## config.mk

```make
export PLATFORM = sky130hd
export DESIGN_NAME = operator_pulse_gen
export DESIGN_NICKNAME = d
export VERILOG_FILES = /design/src/rtl/operator_pulse_gen.sv
export SDC_FILE = /design/constraint.sdc
export NUM_CORES = 1
export LEC_CHECK = 0
export ABC_AREA = 1
export CAP_MARGIN = 15
export CORE_MARGIN = 1.5
export CORE_UTILIZATION = 40
export CTS_BUF_LIST = sky130_fd_sc_hd__clkbuf_4 sky130_fd_sc_hd__clkbuf_8
export DETAILED_ROUTE_END_ITERATION = 12
export PLACE_DENSITY = 0.6
export SLEW_MARGIN = 15
export SYNTH_ARGS = -nofsm -noshare
export SYNTH_HDL_FRONTEND = slang
export SYNTH_SLANG_ARGS = --single-unit
```

## constraint.sdc

```tcl
create_clock -name clk -period 1.8 [get_ports clk]
set_input_delay 0.27 -clock clk [delete_from_list [all_inputs] [get_ports clk]]
set_output_delay 0.27 -clock clk [all_outputs]
set_load 0.05 [all_outputs]
```

## src/rtl/operator_pulse_gen.sv

```systemverilog
// Keypad operator front end: synchronises and debounces four operator keys, then
// drives one clean capture pulse per accepted press on operatorPulse.
module operator_pulse_gen #(
    parameter int DEBOUNCE_CYCLES = 4,
    parameter int PULSE_CYCLES    = 2
) (
    input  logic       clk,
    input  logic       rst_n,
    input  logic [3:0] opKeys,
    output logic [4:0] operatorPulse,
    output logic       busy
);

    // state    | meaning
    // IDLE     | no key activity, waiting for a nonzero sample
    // DEBOUNCE | single key seen, counting identical samples
    // SETUP    | code loaded, enable still low for one cycle
    // PULSE    | capture enable high
    // HOLD     | enable low again, code held for one cycle
    // RELEASE  | waiting for a debounced all-keys-up
    typedef enum logic [2:0] {
        IDLE,
        DEBOUNCE,
        SETUP,
        PULSE,
        HOLD,
        RELEASE
    } state_t;

    localparam logic [7:0] DEB_TC = 8'(DEBOUNCE_CYCLES);
    localparam logic [7:0] PUL_TC = 8'(PULSE_CYCLES);

    state_t     state, state_nxt;
    logic [3:0] sync_meta, sync_keys;
    logic [7:0] cnt, cnt_nxt, cnt_inc;
    logic [3:0] cand, cand_nxt;
    logic [3:0] code, code_nxt;
    logic       en, en_nxt;
    logic       keys_zero, keys_single;

    always_ff @(posedge clk or negedge rst_n) begin
        if (!rst_n) begin
            sync_meta <= '0;
            sync_keys <= '0;
        end else begin
            sync_meta <= opKeys;
            sync_keys <= sync_meta;
        end
    end

    assign cnt_inc     = cnt + 8'd1;
    assign keys_zero   = (sync_keys == 4'd0);
    assign keys_single = !keys_zero && ((sync_keys & (sync_keys - 4'd1)) == 4'd0);

    always_comb begin
        state_nxt = state;
        cnt_nxt   = cnt;
        cand_nxt  = cand;
        code_nxt  = code;
        en_nxt    = en;
        case (state)
            IDLE: begin
                if (keys_single) begin
                    cand_nxt  = sync_keys;
                    cnt_nxt   = 8'd1;
                    state_nxt = DEBOUNCE;
                end else if (!keys_zero) begin
                    cnt_nxt   = 8'd0;
                    state_nxt = RELEASE;
                end
            end
            DEBOUNCE: begin
                if (sync_keys == cand) begin
                    cnt_nxt = cnt_inc;
                    if (cnt_inc == DEB_TC) begin
                        code_nxt  = cand;
                        state_nxt = SETUP;
                    end
                end else if (keys_zero) begin
                    state_nxt = IDLE;
                end else begin
                    cnt_nxt   = 8'd0;
                    state_nxt = RELEASE;
                end
            end
            SETUP: begin
                en_nxt    = 1'b1;
                cnt_nxt   = 8'd1;
                state_nxt = PULSE;
            end
            PULSE: begin
                // keys are deliberately ignored while the enable is high
                if (cnt == PUL_TC) begin
                    en_nxt    = 1'b0;
                    state_nxt = HOLD;
                end else begin
                    cnt_nxt = cnt_inc;
                end
            end
            HOLD: begin
                cnt_nxt   = 8'd0;
                state_nxt = RELEASE;
            end
            RELEASE: begin
                if (keys_zero) begin
                    cnt_nxt = cnt_inc;
                    if (cnt_inc == DEB_TC) begin
                        state_nxt = IDLE;
                    end
                end else begin
                    cnt_nxt = 8'd0;
                end
            end
            default: begin
                state_nxt = IDLE;
            end
        endcase
    end

    always_ff @(posedge clk or negedge rst_n) begin
        if (!rst_n) begin
            state <= IDLE;
            cnt   <= '0;
            cand  <= '0;
            code  <= '0;
            en    <= 1'b0;
            busy  <= 1'b0;
        end else begin
            state <= state_nxt;
            cnt   <= cnt_nxt;
            cand  <= cand_nxt;
            code  <= code_nxt;
            en    <= en_nxt;
            busy  <= (state_nxt != IDLE);
        end
    end

    assign operatorPulse = {en, code};

endmodule

```

# Yosys cells after proc, flatten, opt, wreduce, memory -nomap -nowiden
# Cells that the tools add are included.
[totals]
reg_bits = 29
output_inout_bits = 6
input_bits = 6
[op_classes]
n_addsub = 2
n_bitwise = 1
n_mux = 17
eq_ne = 10
n_reduce_logical = 12
[ops]
columns = ["op", "n"]
rows = [
  ["one-hot mux 8 bit (6 select lines)", 1],
  ["2-to-1 mux 8 bit", 5],
  ["2-to-1 mux 3 bit", 8],
  ["one-hot mux 3 bit (6 select lines)", 1],
  ["adder 8 x 1 -> 8 bit, second input constant", 1],
  ["equality test 8 x 2 -> 1 bit, second input constant", 1],
  ["equality test 8 x 3 -> 1 bit, second input constant", 1],
  ["logical NOT 4 bit", 2],
  ["equality test 3 x 2 -> 1 bit, second input constant", 2],
  ["equality test 3 bit, second input constant", 2],
  ["AND reduction 2 bit", 3],
  ["nonzero test 6 bit", 1],
  ["bitwise AND 4 bit", 1],
  ["equality test 4 bit", 1],
  ["!= test 2 bit, second input constant", 2],
  ["subtractor 4 x 1 -> 4 bit, second input constant", 1],
  ["equality test 3 x 1 -> 1 bit, second input constant", 1],
  ["logical NOT 3 bit", 1],
  ["AND reduction 3 bit", 1],
  ["nonzero test 3 bit", 1],
  ["one-hot mux 1 bit (2 select lines)", 1],
  ["nonzero test 2 bit", 1],
  ["logical AND 1 bit", 1],
  ["logical NOT 1 bit", 1],
  ["2-to-1 mux 1 bit", 1],
]

# Longest topological paths before layout
# Gate-level depths: netlist of the first run.
[depth]
word_depth = 7
ltp_mapped = 10
mapped_depth_nobuf = 10

# Least setup slack after synthesis of the first run
# No wires, ideal clock.
[synth_path]
path_type = "flip-flop to flip-flop"
from = "register cnt[1]"
to = "register busy"
required_ps = 1672
path_buffers = 0
arrival_time_ps = 1305
path_stages_with_launch = 11
path_slack_ps = 366
period_less_slack_ps = 1434
path_cell_list = "dfrtp_1 ha_1 nand2_1 nor2_2 nand3_1 nand2_2 nand4_1 nand2_1 nand2_1 nor2_2 nand3_1"
[synth_via]
elab_chain_cells = 6
elab_cells_between_ends = 10
classes_between = "add/sub: 1; eq/ne: 2; mux: 6; reduce/logical: 1"
[synth_lines]
columns = ["element", "line_no", "rtl"]
rows = [
  ["start, declared", "35", "logic [7:0] cnt, cnt_nxt, cnt_inc;"],
  ["start signal, assigned", "130", "cnt <= cnt_nxt;"],
  ["adder 8 x 1 -> 8 bit", "51", "assign cnt_inc = cnt + 8'd1;"],
  ["equality test 8 x 3 -> 1 bit", "75, 107", ""],
  ["2-to-1 mux 3 bit, on equally long branches", "107, 75", ""],
  ["2-to-1 mux 3 bit, on equally long branches", "105, 73", ""],
  ["one-hot mux 3 bit (6 select lines) (*)", "61", "case (state)"],
  ["nonzero test 3 bit (*)", "134", "busy <= (state_nxt != IDLE);"],
  ["end signal, assigned", "134", ""],
  ["end, declared", "11", "output logic busy"],
]
# Every way passes the cells marked *; elsewhere a longest branch is shown, timed or not.
# A chain may end at the register's enable or synchronous reset.

# Worst setup path in the final report of the first run
[layout_path]
from = "register code[3]"
to = "output port operatorPulse[3]"
[layout_rtl]
columns = ["element", "line_no", "rtl"]
rows = [
  ["start, declared", "37", "logic [3:0] code, code_nxt;"],
  ["start signal, assigned", "132", "code <= code_nxt;"],
  ["end, declared", "10", "output logic [4:0] operatorPulse,"],
]
# No word-level cell between the ends.

==> metrics.md, run 1 <==
| Metric | Value |
|---|---|
| Final Hold Vio Count | 0 |
| Yosys warning count | 0 |
| Clock transition at path regs | roughly 0.06 ns |
| CTS H-tree lvls | 2 |
| Top post-synthesis cells by area | dfrtp_1 49%, nand2_1 9.0%, nand3_1 6.0% |
| Combinational cell fraction of total power | 11.2% |
| Ports | 12 |
| Hold Crit Class | flip-flop to flip-flop |
| Drt drc | 0 |
| Worst path max stage delay | 0.80 ns |
| Post-synthesis net count | 181 |
| Initial Util | 41.12% |
| Area growth, synth to finish | 20.77% |
| Setup CP Type | flip-flop to primary output |
| Avg WL per Cell | 12.60 um |
| Clock Tree Buf Depth | 2 |
| Status | finished clean |
| Yosys top cell area share | 48.58% |
| Pre-antenna DRT Iters | 4 |
| Worst setup SP type | flip-flop |
| Std cell rows | 22 |
| Post-synth top area cell | dfrtp_1 |
| Period utilization | 95.60% |
| Syn Std Cell Area | 1494 um2 |
| Critical path endpoint category | primary output |
| Most instantiated cells after synthesis | 36 x nand2_1, 29 x dfrtp_1, 19 x inv_1 |
| Syn Inst Count | 173 |
| Leakage | roughly 0.88 nW |
| Setup-failing EPs final | 0 |
| Power density cells | a little under 900 nW/um2 |
| Die Span Y | 64.12 um |
| Total Power | 1.610 mW |
| Clock sinks | 29 |
| Max-cap violations | 0 |
| CP Max Fanout | 2 |
| Minimum clock period | 1.721 ns |
| Synth Flop Type | dfrtp_1 |
| Hold slack final | 0.3512 ns |
| Delay-heaviest family, CP | buffers and inverters |
| Synth unique cells | 25 |
| DR vias/cell | 4.983 |
| Post-synth EDFFs | 0 |
| Core Region | 3633 um2 |
| Slowest CP cell | clkdlybuf4s50_1 |
| P_sw | 0.4075 mW |
| Diode count | 0 |
| Clock Power Share | 44.2% |
| Post-DP Area | 1672 um2 |
| Via count | 1206 |
| FFs w/ async S/R, synth | 100.0% |
| Bufs and invs on worst path | 1 |
| HPWL after detailed placement | 2265 um |
| Fmax | roughly 0.58 GHz |
| Gr ovfl total | 0 |
| Worst EP required | between 1.5 and 2 ns |
| Post-synthesis sequential area ratio | 48.58% |
| Share of cells above drive strength 1 | 18.56% |
| Worst Tran Pin Value | around 0.50 ns |
| Post-route cell area | 1804 um2 |
| Final nets | 201 |
| Placer's final routability congestion estimate | about 0.8 |
| Avg Cell Area, Syn | 8.635 um2 |
| Gr usage total | about 17% |
| Sequential power share | 44.6% |
| Vias in the first global route | 1183 |
| Largest net degree at the start of global routing | 30 |
| Most common cell in the netlist | nand2_1 |
| Int Pwr | 1.203 mW |
| Initial antenna violation count | 0 |
| Max Slew Vio Count | 0 |
| Worst rel slew slack | 66.65% |
| Routed WL | 3050 um |
| Root buffer cell | clkbuf_8 |
| Layout fillers | roughly 370 |
| Die width | approximately 64 um |
| Remaining antenna violation count | 0 |
| Worst path cell trace | clkdlybuf4s50_1 |
| Full die area | about 4100 um2 |
| Data arrival, critical path | 1.45 ns |
| IO buf count | 11 |
| Clock Latency Late Sink | 0.29 ns |
| Switch share | 25.31% |
| Starting DRC count in detailed routing | between 50 and 60 |
| Final Util | 49.66% |
| CTS tree | built |
| TritonCTS Buffers | 5 |
| Final setup skew | 0.002295 ns |
| Maximum VDD drop | 0.6030 mV |
| Yosys reg bits | 29 |
| Global-route wire length before repair | around 5300 um |
## power groups by stage
stage	clock, mW	sequential, mW	combinational (mW)
4_1_cts	0.729	0.719	0.179
2_1_floorplan	0	0.725	0.126
5_1_grt	0.761	0.724	0.204
6_report	0.711	0.719	0.180
3_5_place_dp	0	0.731	0.178
3_3_place_gp	0	0.729	0.174
## per-layer routing
layer | share of wire, % | GRT usage (%) | up-vias
met5 | 0 | 0 | -
met4 | 1.8 | 9.574 | 0
met3 | 3.8 | 4.754 | 5
met2 | 50 | 27.73 | 25
met1 | 44 | 20.16 | 581
li1 | - | - | 595
## path summary, 6_finish.rpt
check | slack, ns | from | depth (start not counted) | end
setup / recovery | 0.08 | code[3]$_DFFE_PN0P_ | 1 | operatorPulse[3]
hold / removal | 0.35 | sync_meta[3]$_DFF_PN0_ | 0 | sync_keys[3]$_DFF_PN0_
setup reg to reg | 0.11 | cnt[1]$_DFFE_PN0P_ | 10 | busy$_DFF_PN0_
hold reg to reg | 0.35 | sync_meta[3]$_DFF_PN0_ | 0 | sync_keys[3]$_DFF_PN0_
max in group asynchronous | 1.16 | rst_n | 2 | en$_DFFE_PN0P_
min in group asynchronous | 0.36 | rst_n | 2 | code[2]$_DFFE_PN0P_
## kinds of logic after synthesis
family | share of synthesized area, %
AO/OA/AOI/OAI | 9.464
XOR/XNOR | 4.104
AND/OR/NAND/NOR | 30.15
flip-flops | 48.58
adder cells (fa/ha/maj) | 1.675
buffers and inverters | 6.030
## flip-flops by register name, summed over array words and instances, names as in the netlist
| name | flops |
|---|---|
| cnt | 8 |
| code | 4 |
| en | 1 |
| sync_meta | 4 |
| sync_keys | 4 |
| state | 3 |
| cand | 4 |
| busy | 1 |
## layout by cell type, fill, tap and decap left out, types with 2 or more instances in the layout
| cell type | instances |
|---|---|
| nand2_2 | 6 |
| clkbuf_8 | 6 |
| inv_2 | 3 |
| nand2_1 | 36 |
| inv_1 | 19 |
| nand4_1 | 3 |
| buf_4 | 3 |
| xor2_1 | 7 |
| o21ai_1 | 7 |
| nor2_2 | 7 |
| nor2_1 | 9 |
| nor3_2 | 2 |
| clkdlybuf4s50_1 | 11 |
| nand3_1 | 18 |
| a21oi_1 | 7 |
| dfrtp_1 | 29 |
| o21ai_0 | 8 |
## repair_timing
item / 4_1_cts / 5_1_grt
hold buffers: 0 / 0
endpoints found under the setup margin: 0 / 1
hold endpoints to repair: 0 / 0
setup buffers: 0 / 1
resized for setup: 0 / 2
## per-stage QoR
stage                     setup slack (ns)    TNS (ns)  instances
after floorplan                     0.3663           0        173
after global placement              0.1759           0        233
after detailed placement           0.09632           0        233
after CTS                          0.07071           0        241
after global routing            -0.0001068  -0.0001068        242
final                              0.07928           0        242
## final cells by class
cell class                 count  area [um2]  area share (%)
multi-input combinational    121       683.2           37.86
clock buffer                   6       82.58           4.577
inverter                      22       82.58           4.577
timing repair buffer          14       132.6           7.351
clock inverter                 2       37.54           2.080
sequential                    29       725.7           40.22
tap                           48       60.06           3.329
No activity file was read; power rests on OpenSTA's default activity.
==> inputs of run 2 (changes only) <==
--- a/config.mk
+++ b/config.mk
@@ -11,7 +11,8 @@
 export CORE_UTILIZATION = 40
 export CTS_BUF_LIST = sky130_fd_sc_hd__clkbuf_4 sky130_fd_sc_hd__clkbuf_8
 export DETAILED_ROUTE_END_ITERATION = 12
-export PLACE_DENSITY = 0.6
+export DONT_BUFFER_PORTS = 1
+export PLACE_DENSITY = 0.56
 export SLEW_MARGIN = 15
 export SYNTH_ARGS = -nofsm -noshare
 export SYNTH_HDL_FRONTEND = slang
==> run 2 against run 1 <==
Clock power down 19%. Die area is the same. Total power down 8.8%. Clock skew rose by 0.0016 ns. Global-route usage is 0.90 points lower. Maximum frequency rose by 4.2%. First-iteration DRC count rose by 41%. Utilization shrank 2.5 points. Non-clock buffer count is 9 lower. Critical path type is now flip-flop to flip-flop. Largest cell class unchanged. Largest power group unchanged.
==> metrics.md, run 2 (synthesis gave the netlist of run 1 again) <==
| Metric | Value |
|---|---|
| Status | finished clean |
| Full die area | 4111 um2 (unchanged) |
| Fmax | 0.6054 GHz (+4.2%) |
| Worst path cell trace | ha_2 > nand2_2 > nor2_4 > nand3_1 > nand2_2 > nand4_1 > nand2_1 > nand2_1 > nor2_2 > nand3_1 |
| Worst Tran Pin Value | 0.4847 ns (-0.01402 ns) |
| TritonCTS Buffers | 5 (unchanged) |
| Setup crit start | cnt[1]$_DFFE_PN0P_ |
| Root buffer cell | clkbuf_8 |
| Die Span Y | 64.12 um (unchanged) |
| CP Max Fanout | 4 (+2) |
| Ports | 12 (unchanged) |
| Slowest CP cell | dfrtp_1 |
| Core Region | 3633 um2 (unchanged) |
| Critical path endpoint category | flip-flop |
| Clock sinks | 29 (unchanged) |
| Drt drc | 0 (unchanged) |
| Global-route wire length before repair | 5043 um (-4.1%) |
| Max-cap violations | 0 (unchanged) |
| Placer's final routability congestion estimate | 0.8770 (+8.1%) |
| Share of cells above drive strength 1 | 20.54% (+2.0 points) |
| Maximum VDD drop | 0.6528 mV (+8.3%) |
| Commonest non-fill, non-tap cell in the layout | nand2_1 |
| Worst path max stage delay | 0.40 ns (-0.40 ns) |
| Final Hold Vio Count | 0 (unchanged) |
| Total Power | 1.469 mW (-8.8%) |
| Data arrival, critical path | 1.81 ns (+0.36 ns) |
| Grt met3 use | 4.754% (unchanged) |
| Power density cells | 857.5 nW/um2 (-3.9%) |
| Met2 Usage GRT | 27.21% (-0.52 points) |
| Worst rel slew slack | 67.69% (+1.0 points) |
| IO buf count | 0 (-11) |
| Placed cells | 221 (-5.2%) |
| Worst EP required | 1.95 ns (+0.42 ns) |
| Delay-heaviest family, CP | simple AND/OR/NAND/NOR gates |
| Period utilization | 91.76% (-3.8 points) |
| Setup slack, reg-to-reg | 0.15 ns (+0.04 ns) |
| Clock transition at path regs | 0.06 ns (about the same) |
| Minimum clock period | 1.652 ns (-0.06897 ns) |
| Post-route cell area | 1713 um2 (-5.1%) |
| Area growth, synth to finish | 14.66% |
| Top Usage Layer GRT | met2 |
| Worst setup SP type | flip-flop |
| Initial antenna violation count | 0 (unchanged) |
| Gr usage total | 16.12% (-0.90 points) |
| Vias in the first global route | 1142 (-3.5%) |
| Setup TNS | 0 ns (unchanged) |
| Most frequent cells in the layout | 35 x nand2_1, 29 x dfrtp_1, 19 x inv_1 |
| Leakage | 0.8503 nW (-3.4%) |
| Max Slew Vio Count | 0 (unchanged) |
| Final setup skew | 0.003884 ns (+0.001589 ns) |
| Clock Tree Buf Depth | 2 (unchanged) |
| Final nets | 192 (-4.5%) |
| FF-to-FF path depth | 10 (unchanged) |
| DR vias/cell | 4.897 (-1.7%) |
| Reg2reg end | busy$_DFF_PN0_ |
| Routed WL | 2940 um (-3.6%) |
| Gr ovfl total | 0 (unchanged) |
| Crit path capture | busy$_DFF_PN0_ |
| CTS H-tree lvls | 2 (unchanged) |
| Diode count | 0 (unchanged) |
| Via count | 1141 (-5.4%) |
| M1 GR Usage | 18.91% (-1.2 points) |
| Die width | 64.12 um (unchanged) |
| Setup-failing EPs final | 0 (unchanged) |
| CTS tree | built |
| Worst R2R Start | cnt[1]$_DFFE_PN0P_ |
| Largest Register | cnt |
| Avg WL per Cell | 12.62 um (+0.12%) |
| Starting DRC count in detailed routing | 82 (+41%) |
| Hold Crit Class | input port to flip-flop |
| Bufs and invs on worst path | 0 (-1) |
| Max reg flops | 8 (unchanged) |
| Largest net degree at the start of global routing | 30 (unchanged) |
| HPWL after detailed placement | 2191 um (-3.3%) |
| Remaining antenna violation count | 0 (unchanged) |
| Non-Filler Instances | 233 (-3.7%) |
| Initial Util | 41.12% (unchanged) |
| Stages on worst setup path | 10 (+9) |
| Post-DP Area | 1554 um2 (-7.0%) |
| Setup CP Type | flip-flop to flip-flop |
| Clock Latency Late Sink | 0.28 ns (about the same) |
| Pre-antenna DRT Iters | 4 (unchanged) |
| Std cell rows | 22 (unchanged) |
[run 2: changes by cell type in the layout (fill, tap and decap cells not counted)]
cell / previous run / this run
clkdlybuf4s50_1: 11 / 0
buf_12: 0 / 1
bufinv_16: 1 / 0
clkbuf_8: 6 / 7
clkinv_2: 0 / 1
clkinvlp_4: 1 / 0
dlygate4sd3_1: 0 / 1
nand2_1: 36 / 35
nand2_2: 6 / 7
nor2_2: 7 / 6
nor2_4: 1 / 2
[run 2: cell type report]
type,instances,area (um2)
Clock inverter,1,5.005
Fill cell,373,1921
Inverter,22,82.58
Timing Repair Buffer,5,52.55
Clock buffer,7,96.34
Tap cell,48,60.06
Multi-Input combinational cell,121,690.7
Sequential cell,29,725.7
[run 2: worst min-delay path by stage]
stage	from	end	slack (ns)	cells after the start
3_5_place_dp	rst_n	cnt[4]$_DFFE_PN0P_	-0.02	0
5_1_grt	opKeys[3]	sync_meta[3]$_DFF_PN0_	0.003	0
6_report	opKeys[0]	sync_meta[0]$_DFF_PN0_	0.02	0
4_1_cts	opKeys[3]	sync_meta[3]$_DFF_PN0_	0.006	0
3_3_place_gp	rst_n	cnt[4]$_DFFE_PN0P_	-0.02	0
2_1_floorplan	rst_n	busy$_DFF_PN0_	-0.03	0
[run 2: per-stage QoR]
stage / hold WS (ns) / util (%) / setup WS (ns)
after floorplan: -0.02559 / - / 0.3663
after global placement: -0.02492 / 42.77 / 0.1703
after detailed placement: -0.02494 / 42.77 / 0.1316
after CTS: 0.006449 / 46.38 / 0.1184
after global routing: 0.003180 / 47.14 / -0.007995
final: 0.02176 / 47.14 / 0.1483
[run 2: what timing repair did]
action	4_1_cts	5_1_grt
endpoints found under the setup margin	0	3
gates resized for setup	0	4
hold buffers	2	0
setup buffers	0	2
endpoints found under the hold margin	29	0
[run 2: layer usage]
metal  share of wire [%]  wire length [um]
met3                 3.5               104
met2                  50              1469
met4                 1.6                47
met5                   0                 0
met1                  45              1319
[run 2: power breakdown]
| group | total [mW] | switching, mW | internal (mW) |
|---|---|---|---|
| Sequential | 0.721 | 0.0348 | 0.686 |
| Clock | 0.577 | 0.233 | 0.345 |
| Combinational | 0.170 | 0.108 | 0.0620 |
==> inputs of run 3 (changes only) <==
--- a/config.mk
+++ b/config.mk
@@ -8,11 +8,11 @@
 export ABC_AREA = 1
 export CAP_MARGIN = 15
 export CORE_MARGIN = 1.5
-export CORE_UTILIZATION = 40
+export CORE_UTILIZATION = 33
 export CTS_BUF_LIST = sky130_fd_sc_hd__clkbuf_4 sky130_fd_sc_hd__clkbuf_8
 export DETAILED_ROUTE_END_ITERATION = 12
 export DONT_BUFFER_PORTS = 1
-export PLACE_DENSITY = 0.56
+export PLACE_DENSITY = 0.49
 export SLEW_MARGIN = 15
 export SYNTH_ARGS = -nofsm -noshare
 export SYNTH_HDL_FRONTEND = slang
==> run 3 against run 2 <==
Global-route usage decreased by 2.7 points. Clock skew increased by 0.0014 ns. Critical path depth unchanged. Die area is 20% higher. Cell count up 2.6%. Maximum frequency rose by 2.5%. Register-to-register slack improved by 0.04 ns. Critical endpoint unchanged. Highest routed layer unchanged.
==> metrics.md, run 3 (synthesis gave the netlist of run 1 again) <==
| Metric | Value |
|---|---|
| Setup crit start | cnt[0]$_DFFE_PN0P_ |
| DP Worst Slack | 0.1320 ns (+0.0004340 ns) |
| Gr usage total | 13.40% (-2.7 points) |
| Worst EP required | 1.96 ns (about the same) |
| Unrepaired setup endpoints after global routing | no |
| Max Slew Vio Count | 0 (unchanged) |
| Fmax | 0.6207 GHz (+2.5%) |
| TritonCTS Buffers | 5 (unchanged) |
| Die width | 70.29 um (+9.6%) |
| Worst R2R Start | cnt[0]$_DFFE_PN0P_ |
| Clock sinks | 29 (unchanged) |
| Min setup slack post-route | 0.1888 ns (+0.04055 ns) |
| Remaining antenna violation count | 0 (unchanged) |
| Root buffer cell | clkbuf_8 |
| Max-cap violations | 0 (unchanged) |
| Vias in the first global route | 1144 (+0.18%) |
| Clock Latency Late Sink | 0.28 ns (about the same) |
| Data arrival, critical path | 1.77 ns (-0.04 ns) |
| Std cell rows | 24 (+9.1%) |
| Leakage | 0.8708 nW (+2.4%) |
| CTS H-tree lvls | 2 (unchanged) |
| Clock transition at path regs | 0.06 ns (about the same) |
| Setup-failing EPs final | 0 (unchanged) |
| Setup slack, reg-to-reg | 0.19 ns (+0.04 ns) |
| Maximum VDD drop | 0.4849 mV (-26%) |
| Share of cells above drive strength 1 | 19.25% (-1.3 points) |
| Global-route wire length before repair | 5126 um (+1.6%) |
| IO buf count | 0 (unchanged) |
| Hold Crit Class | input port to flip-flop |
| Avg WL per Cell | 12.46 um (-1.3%) |
| Hold slack final | 0.02063 ns (-0.001122 ns) |
| Setup CP Type | flip-flop to flip-flop |
| Initial antenna violation count | 0 (unchanged) |
| Worst rel slew slack | 67.88% (+0.19 points) |
| Pre-antenna DRT Iters | 4 (unchanged) |
| FF-to-FF path depth | 10 (unchanged) |
| Period utilization | 89.51% (-2.3 points) |
| Setup TNS | 0 ns (unchanged) |
| Routed WL | 2978 um (+1.3%) |
| Via count | 1158 (+1.5%) |
| Full die area | 4940 um2 (+20%) |
| Worst setup SP type | flip-flop |
| Die Span Y | 70.29 um (+9.6%) |
| Gr ovfl total | 0 (unchanged) |
| Core Region | 4354 um2 (+20%) |
| Largest net degree at the start of global routing | 30 (unchanged) |
| Worst Tran Pin Value | 0.4819 ns (-0.002847 ns) |
| Status | finished clean |
| Final Util | 40.11% (-7.0 points) |
| Final Hold Vio Count | 0 (unchanged) |
| Starting DRC count in detailed routing | 65 (-21%) |
| Most frequent cells in the layout | 35 x nand2_1, 29 x dfrtp_1, 19 x inv_1 |
| Power density cells | 916.4 nW/um2 (+6.9%) |
| Max reg flops | 8 (unchanged) |
| Area growth, synth to finish | 16.92% |
| Critical path endpoint category | flip-flop |
| Crit path capture | busy$_DFF_PN0_ |
| HPWL after detailed placement | 2233 um (+1.9%) |
| CTS tree | built |
| CP Max Fanout | 3 (-1) |
| Ports | 12 (unchanged) |
| Final setup skew | 0.005286 ns (+0.001401 ns) |
| Largest Register | cnt |
| Initial Util | 34.31% (-6.8 points) |
| DR vias/cell | 4.845 (-1.1%) |
| Placer's final routability congestion estimate | 0.8973 (+2.3%) |
| Minimum clock period | 1.611 ns (-0.04055 ns) |
| Clock Tree Buf Depth | 2 (unchanged) |
| Commonest non-fill, non-tap cell in the layout | nand2_1 |
| Drt drc | 0 (unchanged) |
| Reg2reg end | busy$_DFF_PN0_ |
| Diode count | 0 (unchanged) |
| Final nets | 194 (+1.0%) |
## run 3: repair_timing
action / CTS / global route
hold endpoints to repair: 29 / 2
hold buffers: 2 / 2
setup endpoints to repair: 0 / 3
setup buffers: 0 / 2
gates resized for setup: 0 / 1
## run 3: metal layers
layer / up-vias / global-route usage (%) / part of all wire [%]
met2: 18 / 21.17 / 49
li1: 587 / - / -
met5: - / 0 / 0
met4: 0 / 7.479 / 2.2
met3: 7 / 4.329 / 3.5
met1: 546 / 15.99 / 45
## run 3: area by class of cell
cell class / count / area [um2]
clock buffers: 7 / 90.09
clock inverters: 1 / 30.03
fillers: 442 / 2608
inverters: 22 / 82.58
multi-input cells: 121 / 680.7
flip-flops and latches: 29 / 725.7
well taps: 52 / 65.06
repair buffers: 7 / 72.57
## run 3: worst min path at each step
| stage | from | to | slack, ns | cells past startpoint |
|---|---|---|---|---|
| after CTS | opKeys[1] | sync_meta[1]$_DFF_PN0_ | 0.007 | 0 |
| after detailed placement | rst_n | cnt[4]$_DFFE_PN0P_ | -0.02 | 0 |
| after floorplan | rst_n | busy$_DFF_PN0_ | -0.03 | 0 |
| final | opKeys[1] | sync_meta[1]$_DFF_PN0_ | 0.02 | 0 |
| after global placement | rst_n | cnt[4]$_DFFE_PN0P_ | -0.02 | 0 |
| after global routing | opKeys[1] | sync_meta[1]$_DFF_PN0_ | 0.00007 | 0 |
## run 3: critical path, stage by stage (launching register included)
cell     delay (ns)
dfrtp_1        0.37
ha_1           0.19
nand2_2        0.09
nor2_2         0.14
nand3_1        0.09
nand2_2        0.12
nand4_1        0.11
nand2_1        0.10
nand2_1        0.07
nor2_2         0.13
nand3_1        0.08
## run 3: per-stage QoR
step | area [um2] | power, mW | instances
after global placement | 1559 | 0.8804 | 225
after floorplan | 1494 | 0.8504 | 173
after global routing | 1747 | 1.680 | 239
after CTS | 1709 | 1.620 | 235
final | 1747 | 1.601 | 239
after detailed placement | 1559 | 0.8825 | 225
## run 3: where the power goes
part	total, mW	switching [mW]	leakage [nW]	internal [mW]
Sequential	0.722	0.0355	0.369	0.686
Clock	0.710	0.244	0.0619	0.466
Combinational	0.169	0.105	0.440	0.0639
Total	1.60	0.385	0.871	1.22
